--- src/rtl/prio_pkg.sv ---
// Shared widths, lane encoding and round-robin helper for the result arbiter.
package prio_pkg;

    localparam int unsigned RULE_ID_W = 14;
    localparam int unsigned ENTRY_W   = RULE_ID_W + 1;

    typedef enum logic {
        LANE1 = 1'b0,
        LANE2 = 1'b1
    } lane_e;

    // Lane choice given which FIFOs hold data and who was served last.
    function automatic lane_e rr_pick(input logic ne1, input logic ne2, input lane_e last);
        lane_e pick;
        if (ne1 && ne2) begin
            pick = (last == LANE1) ? LANE2 : LANE1;
        end else if (ne2) begin
            pick = LANE2;
        end else begin
            pick = LANE1;
        end
        return pick;
    endfunction

endpackage

--- src/rtl/result_lane_fifo.sv ---
// Per-lane result FIFO: register array, registered count, natural pointer wrap.
module result_lane_fifo
    import prio_pkg::*;
#(
    parameter int unsigned WIDTH = ENTRY_W,
    parameter int unsigned DEPTH = 8,
    parameter int unsigned PTR_W = 3
) (
    input  logic             clk,
    input  logic             RSTn,
    input  logic             push,
    input  logic             pop,
    input  logic [WIDTH-1:0] din,
    output logic [WIDTH-1:0] head,
    output logic             full,
    output logic             empty
);

    localparam logic [PTR_W:0] FULL_CNT = (PTR_W + 1)'(DEPTH);

    logic [WIDTH-1:0] mem [DEPTH];
    logic [PTR_W-1:0] wr_ptr;
    logic [PTR_W-1:0] rd_ptr;
    logic [PTR_W:0]   count;
    logic             do_push;
    logic             do_pop;

    assign full    = (count == FULL_CNT);
    assign empty   = (count == '0);
    assign do_push = push && !full;
    assign do_pop  = pop && !empty;
    assign head    = mem[rd_ptr];

    // Storage write; contents need no reset since the pointers gate visibility.
    always_ff @(posedge clk) begin
        if (do_push) begin
            mem[wr_ptr] <= din;
        end
    end

    // Pointer and occupancy tracking.
    always_ff @(posedge clk or negedge RSTn) begin
        if (!RSTn) begin
            wr_ptr <= '0;
            rd_ptr <= '0;
            count  <= '0;
        end else begin
            if (do_push) begin
                wr_ptr <= wr_ptr + 1'b1;
            end
            if (do_pop) begin
                rd_ptr <= rd_ptr + 1'b1;
            end
            case ({do_push, do_pop})
                2'b10:   count <= count + 1'b1;
                2'b01:   count <= count - 1'b1;
                default: count <= count;
            endcase
        end
    end

endmodule

--- src/rtl/prio_result_arbiter.sv ---
// Two-lane result buffer with round-robin drain onto one valid/ready port.
module prio_result_arbiter
    import prio_pkg::*;
#(
    parameter int unsigned RULE_ID    = RULE_ID_W,
    parameter int unsigned FIFO_DEPTH = 8,
    parameter int unsigned PTR_W      = 3,
    parameter int unsigned CNT_W      = 16
) (
    input  logic               clk,
    input  logic               RSTn,
    input  logic [RULE_ID-1:0] rule_id_in1,
    input  logic [RULE_ID-1:0] rule_id_in2,
    input  logic               data_valid_in1,
    input  logic               data_valid_in2,
    input  logic               action_valid_in1,
    input  logic               action_valid_in2,
    input  logic               out_ready,
    output logic               out_valid,
    output logic [RULE_ID-1:0] out_rule_id,
    output logic               out_act_valid,
    output logic               out_lane,
    output logic               fifo_full1,
    output logic               fifo_full2,
    output logic [CNT_W-1:0]   drop_cnt1,
    output logic [CNT_W-1:0]   drop_cnt2,
    input  logic               drop_clr
);

    localparam int unsigned ENTRY_BITS = RULE_ID + 1;

    logic [ENTRY_BITS-1:0] head1;
    logic [ENTRY_BITS-1:0] head2;
    logic [ENTRY_BITS-1:0] gnt_entry;
    logic                  full1;
    logic                  full2;
    logic                  empty1;
    logic                  empty2;
    logic                  push1;
    logic                  push2;
    logic                  drop1;
    logic                  drop2;
    logic                  pop1;
    logic                  pop2;
    logic                  load_en;
    logic                  gnt_vld;
    lane_e                 gnt_lane;
    lane_e                 last_grant;

    // Full is the pre-edge registered state, so a same-cycle pop never frees a slot for a push.
    assign push1 = data_valid_in1 && !full1;
    assign push2 = data_valid_in2 && !full2;
    assign drop1 = data_valid_in1 && full1;
    assign drop2 = data_valid_in2 && full2;

    assign fifo_full1 = full1;
    assign fifo_full2 = full2;

    assign load_en = !out_valid || out_ready;
    assign pop1    = gnt_vld && (gnt_lane == LANE1);
    assign pop2    = gnt_vld && (gnt_lane == LANE2);

    result_lane_fifo #(
        .WIDTH (ENTRY_BITS),
        .DEPTH (FIFO_DEPTH),
        .PTR_W (PTR_W)
    ) u_fifo1 (
        .clk   (clk),
        .RSTn  (RSTn),
        .push  (push1),
        .pop   (pop1),
        .din   ({action_valid_in1, rule_id_in1}),
        .head  (head1),
        .full  (full1),
        .empty (empty1)
    );

    result_lane_fifo #(
        .WIDTH (ENTRY_BITS),
        .DEPTH (FIFO_DEPTH),
        .PTR_W (PTR_W)
    ) u_fifo2 (
        .clk   (clk),
        .RSTn  (RSTn),
        .push  (push2),
        .pop   (pop2),
        .din   ({action_valid_in2, rule_id_in2}),
        .head  (head2),
        .full  (full2),
        .empty (empty2)
    );

    // Round-robin grant selection and head mux.
    always_comb begin
        gnt_lane  = rr_pick(!empty1, !empty2, last_grant);
        gnt_vld   = load_en && (!empty1 || !empty2);
        gnt_entry = (gnt_lane == LANE2) ? head2 : head1;
    end

    // Output register: load on a free or accepted slot, otherwise hold.
    always_ff @(posedge clk or negedge RSTn) begin
        if (!RSTn) begin
            out_valid     <= 1'b0;
            out_rule_id   <= '0;
            out_act_valid <= 1'b0;
            out_lane      <= 1'b0;
            last_grant    <= LANE2;
        end else if (load_en) begin
            if (gnt_vld) begin
                out_valid     <= 1'b1;
                out_rule_id   <= gnt_entry[RULE_ID-1:0];
                out_act_valid <= gnt_entry[RULE_ID];
                out_lane      <= gnt_lane;
                last_grant    <= gnt_lane;
            end else begin
                out_valid <= 1'b0;
            end
        end
    end

    // Lane-1 saturating drop counter; a clear coinciding with a drop leaves 1.
    always_ff @(posedge clk or negedge RSTn) begin
        if (!RSTn) begin
            drop_cnt1 <= '0;
        end else if (drop_clr) begin
            drop_cnt1 <= drop1 ? CNT_W'(1) : '0;
        end else if (drop1 && (drop_cnt1 != '1)) begin
            drop_cnt1 <= drop_cnt1 + 1'b1;
        end
    end

    // Lane-2 saturating drop counter; a clear coinciding with a drop leaves 1.
    always_ff @(posedge clk or negedge RSTn) begin
        if (!RSTn) begin
            drop_cnt2 <= '0;
        end else if (drop_clr) begin
            drop_cnt2 <= drop2 ? CNT_W'(1) : '0;
        end else if (drop2 && (drop_cnt2 != '1)) begin
            drop_cnt2 <= drop_cnt2 + 1'b1;
        end
    end

endmodule
--- config.mk ---
export PLATFORM = sky130hd
export DESIGN_NAME = prio_result_arbiter
export DESIGN_NICKNAME = d
export VERILOG_FILES = /design/src/rtl/prio_pkg.sv /design/src/rtl/result_lane_fifo.sv /design/src/rtl/prio_result_arbiter.sv
export SDC_FILE = /design/constraint.sdc
export NUM_CORES = 1
export LEC_CHECK = 0
export BUFFER_PORTS_ARGS = -buffer_cell sky130_fd_sc_hd__buf_2
export CORE_MARGIN = 5
export CORE_UTILIZATION = 57
export DETAILED_ROUTE_END_ITERATION = 8
export GPL_ROUTABILITY_DRIVEN = 0
export PLACE_DENSITY = 0.86
export SLEW_MARGIN = 5
export SYNTH_ARGS = -nofsm -noshare
export SYNTH_HDL_FRONTEND = slang
export SYNTH_SLANG_ARGS = --single-unit
--- constraint.sdc ---
create_clock -name clk -period 5.3 [get_ports clk]
set_clock_uncertainty 0.15 [all_clocks]
set_input_delay 0.265 -clock clk [delete_from_list [all_inputs] [get_ports clk]]
set_output_delay 0.265 -clock clk [all_outputs]
set_load 0.02 [all_outputs]
==> impl_results.md <==
* Status: finished, final reports clean
* Met2 usage at 32.9%
* RSZ-0062 raised after global routing: false
* Register area share after synthesis at 70.0%
* Crit-path cells: nor4_1 -> a211o_1 -> inv_1 -> ha_1 -> ha_1 -> a21o_1 -> a21oi_1 -> mux2i_1 -> xnor2_1
* Rows at 54
* Die width at 160 um
* Root Driver: clkbuf_16
* Die Footprint at 25600 sq um
* Pwr dens at 502 nW/um^2
* R2r worst-path depth at 9
* Total congestion overflow at 0
* Final wirelength at 26100 um
* Crit Path Max Fanout at 20
* GR peak layer: met2
* Least-Margin Pin Slew at 1.07 ns
* Yosys reg bits at 310
* Fin area at 14900 sq um
* Tcrit/Tclk final at 64.8%
* H-tree Lvls at 1
* ANT cells at 0
* Drt wl/cell at 22.2 um
* Worst R2R Setup Slack at 1.87 ns
* Placed Area at 13600 sq um
* Crit path top cell by count: ha_1
* Syn-to-layout area delta at 16.2%
* Peak VDD IR at 0.000406 V
* HPWL after detailed placement at 15300 um
* Fmax achieved at 291 MHz
* GR Util met3 at 4.18%
* Share of layout cells above drive strength 1 at 26.3%
* GR Layer Usage met1 at 28.7%
* Worst flop-to-flop path endpoint: u_fifo2.count[3]$_DFFE_PN0P_
* Hold path endpoint: u_fifo2.wr_ptr[1]$_DFFE_PN0P_
* Die H at 160 um
* Final nets at 921
* Worst Setup End Kind: flip-flop
* EDFF count, synth at 240
* Pin count of the biggest net entering global routing at 71
* Syn Nets at 785
* Mapped Cells at 735
* Fin Setup TNS at 0 ns
* Hold depth at 4
* Vias in the first global route at 7316
* Synth Area per Inst at 17.4 sq um
* Crit path DAT at 3.73 ns
* Hold Vio Cnt, Final at 0
* Vias at 7258
* Synth top area share at 56.3%
* Drt via density at 6.18
* Starting Density at 58.3%
* Non-Filler Instances at 1175
* # clock sinks at 310
* Slack of the critical path at 1.87 ns
* DR pass1 iterations at 5
* CP max stage delay at 0.71 ns
* Port bufs at 86
* IO Pins at 87
* Post-route ant nets at 0
* Crit-path slowest cell: a211o_1
* Hold Startpoint: data_valid_in2
* Top cells by area, synth: edfxtp_1 (56%), dfrtp_1 (13%), mux4_2 (11%)
* Worst Path Buf+Inv at 1
* Worst slack, placed at 1.95 ns
* Hold Path Class: input port to flip-flop
* Core area at 22000 sq um
* Kind of critical path: flip-flop to flip-flop
* Initial DRC count at 661
* Most common flop cell mapped by yosys: edfxtp_1
* Max cap viols at 0
* Clk_lat worst skew at 0.58 ns
* CTS tree: built
* Cell taking the most area after synthesis: edfxtp_1
* Most numerous cell in the Yosys netlist: edfxtp_1
* Drc violations at 0
* Synth cell count leaders: edfxtp_1 (240), dfrtp_1 (69), mux4_2 (60), nand2_1 (58), mux2i_1 (34)
* Placed cells at 1086
* First-pass GRT wire length at 41200 um
* Post-CTS sizing at 0
* P_leak at 5.45 nW
* Cell area after synthesis at 12800 sq um
* Total CTS buffers at 30
* Overall power at 7.47 mW
* Fraction of registers with async set/reset at 22.6%
* Yosys warning count at 0
* Initial antenna violation count at 0
* Tmin final at 3.43 ns
* CTS Buffer Depth at 3
* Clk slew on worst S/H paths at 0.06 ns
* Reg-to-Reg Start: u_fifo2.count[0]$_DFFE_PN0P_
* Total Routing Usage GR at 20.5%
* Relative max-transition margin at 28.5%
* Post-synth cell types at 53
* Crit path max-delay family: compound AO/OA/AOI/OAI gates
* Critical Path RT at 5.60 ns
* Setup violators final at 0
* Crit start category: flip-flop
* Slew Viols, Final at 0
==> metal layers <==
layer / part of all wire (%) / up-vias
met4: 3.0 / 0
met2: 49 / 309
li1: - / 3215
met3: 7.3 / 56
met5: 0 / -
met1: 41 / 3678
==> placed cells by master (no fill, tap or decap), drive strengths merged, types with 5 or more instances in the layout <==
cell type | Yosys | routed
edfxtp | 240 | 240
buf | 19 | 105
dfrtp | 69 | 69
mux4 | 60 | 60
nand2 | 59 | 59
clkbuf | 15 | 39
mux2i | 34 | 34
dlygate4sd3 | 0 | 33
nor2 | 24 | 24
a21oi | 20 | 20
or4 | 16 | 16
clkinv | 1 | 16
o221ai | 15 | 15
nor2b | 13 | 13
o31ai | 13 | 13
ha | 12 | 12
inv | 11 | 11
xnor2 | 11 | 11
nand3 | 11 | 11
nor4 | 11 | 11
mux2 | 10 | 10
nor3 | 9 | 9
nand4 | 8 | 8
o21ai | 7 | 7
nand2b | 6 | 6
and3 | 5 | 5
==> layout make-up <==
cell class                      instances  area [sq um]
Clock inverter                         17           148
Tap cell                              280           350
Inverter                               12          45.0
Timing Repair Buffer                  138           906
Multi-Input combinational cell        379          3670
Sequential cell                       310          8960
Fill cell                            1409          7080
Clock buffer                           39           795
==> per-stage QoR <==
stage | utilization [%] | hold slack [ns]
floorplan | - | -0.181
global placement | 62.0 | 0.291
detailed placement | 62.0 | 0.293
CTS | 67.8 | 0.0111
global route | 67.8 | 0.0529
finish | 67.8 | 0.0254
==> worst register-to-register path, delay by kind of cell (launching register included) <==
kind / cells / cell delay (ns)
xor gates and xnor gates: 1 / 0.15
DFF: 1 / 0.46
and+or+nand+nor: 1 / 0.49
muxes: 1 / 0.26
adders and majority gates: 2 / 0.59
buffers and inverters: 1 / 0.20
AOI/OAI and AO/OA: 3 / 1.05
==> kinds of logic (layout without fill, tap and decap cells) <==
group,count (synthesis),after routing,synth area share (%)
flops,310,310,70.0
simple gates,178,178,7.69
mux,104,104,14.1
compound gates,70,70,4.25
buf+inv,46,206,1.61
fa+ha+maj,14,14,1.49
xor+xnor,13,13,0.889
==> worst max path at each step <==
stage	start	end	slack (ns)	cells after the start
floorplan	u_fifo1.count[3]$_DFFE_PN0P_	u_fifo1.mem[0][0]$_DFFE_PP_	2.24	4
global placement	u_fifo1.count[2]$_DFFE_PN0P_	u_fifo2.count[3]$_DFFE_PN0P_	2.03	9
detailed placement	u_fifo2.count[0]$_DFFE_PN0P_	u_fifo2.count[3]$_DFFE_PN0P_	1.95	9
CTS	u_fifo2.count[0]$_DFFE_PN0P_	u_fifo2.count[3]$_DFFE_PN0P_	1.87	9
global route	u_fifo2.count[0]$_DFFE_PN0P_	u_fifo2.count[3]$_DFFE_PN0P_	1.59	9
finish	u_fifo2.count[0]$_DFFE_PN0P_	u_fifo2.count[3]$_DFFE_PN0P_	1.87	9
==> timing repair <==
| action | 4_1_cts | 5_1_grt |
|---|---|---|
| hold buffers | 33 | 0 |
| setup buffers | 0 | 0 |
| endpoints found under the hold margin | 312 | 0 |
==> state kept, by name, indices dropped and copies added (netlist names) <==
name	cells
out_rule_id	14
out_lane	1
u_fifo1.mem	120
u_fifo2.rd_ptr	3
drop_cnt1	16
u_fifo2.wr_ptr	3
u_fifo1.count	4
u_fifo1.rd_ptr	3
out_act_valid	1
out_valid	1
u_fifo2.mem	120
u_fifo2.count	4
last_grant	1
u_fifo1.wr_ptr	3
drop_cnt2	16
==> power breakdown <==
group / internal (mW) / switching (mW) / leakage (nW)
sequential: 3.06 / 0.377 / 3.08
combinational: 0.933 / 1.07 / 1.92
clock: 1.15 / 0.870 / 0.457
Note: power is estimated with default switching activity, not from simulation.
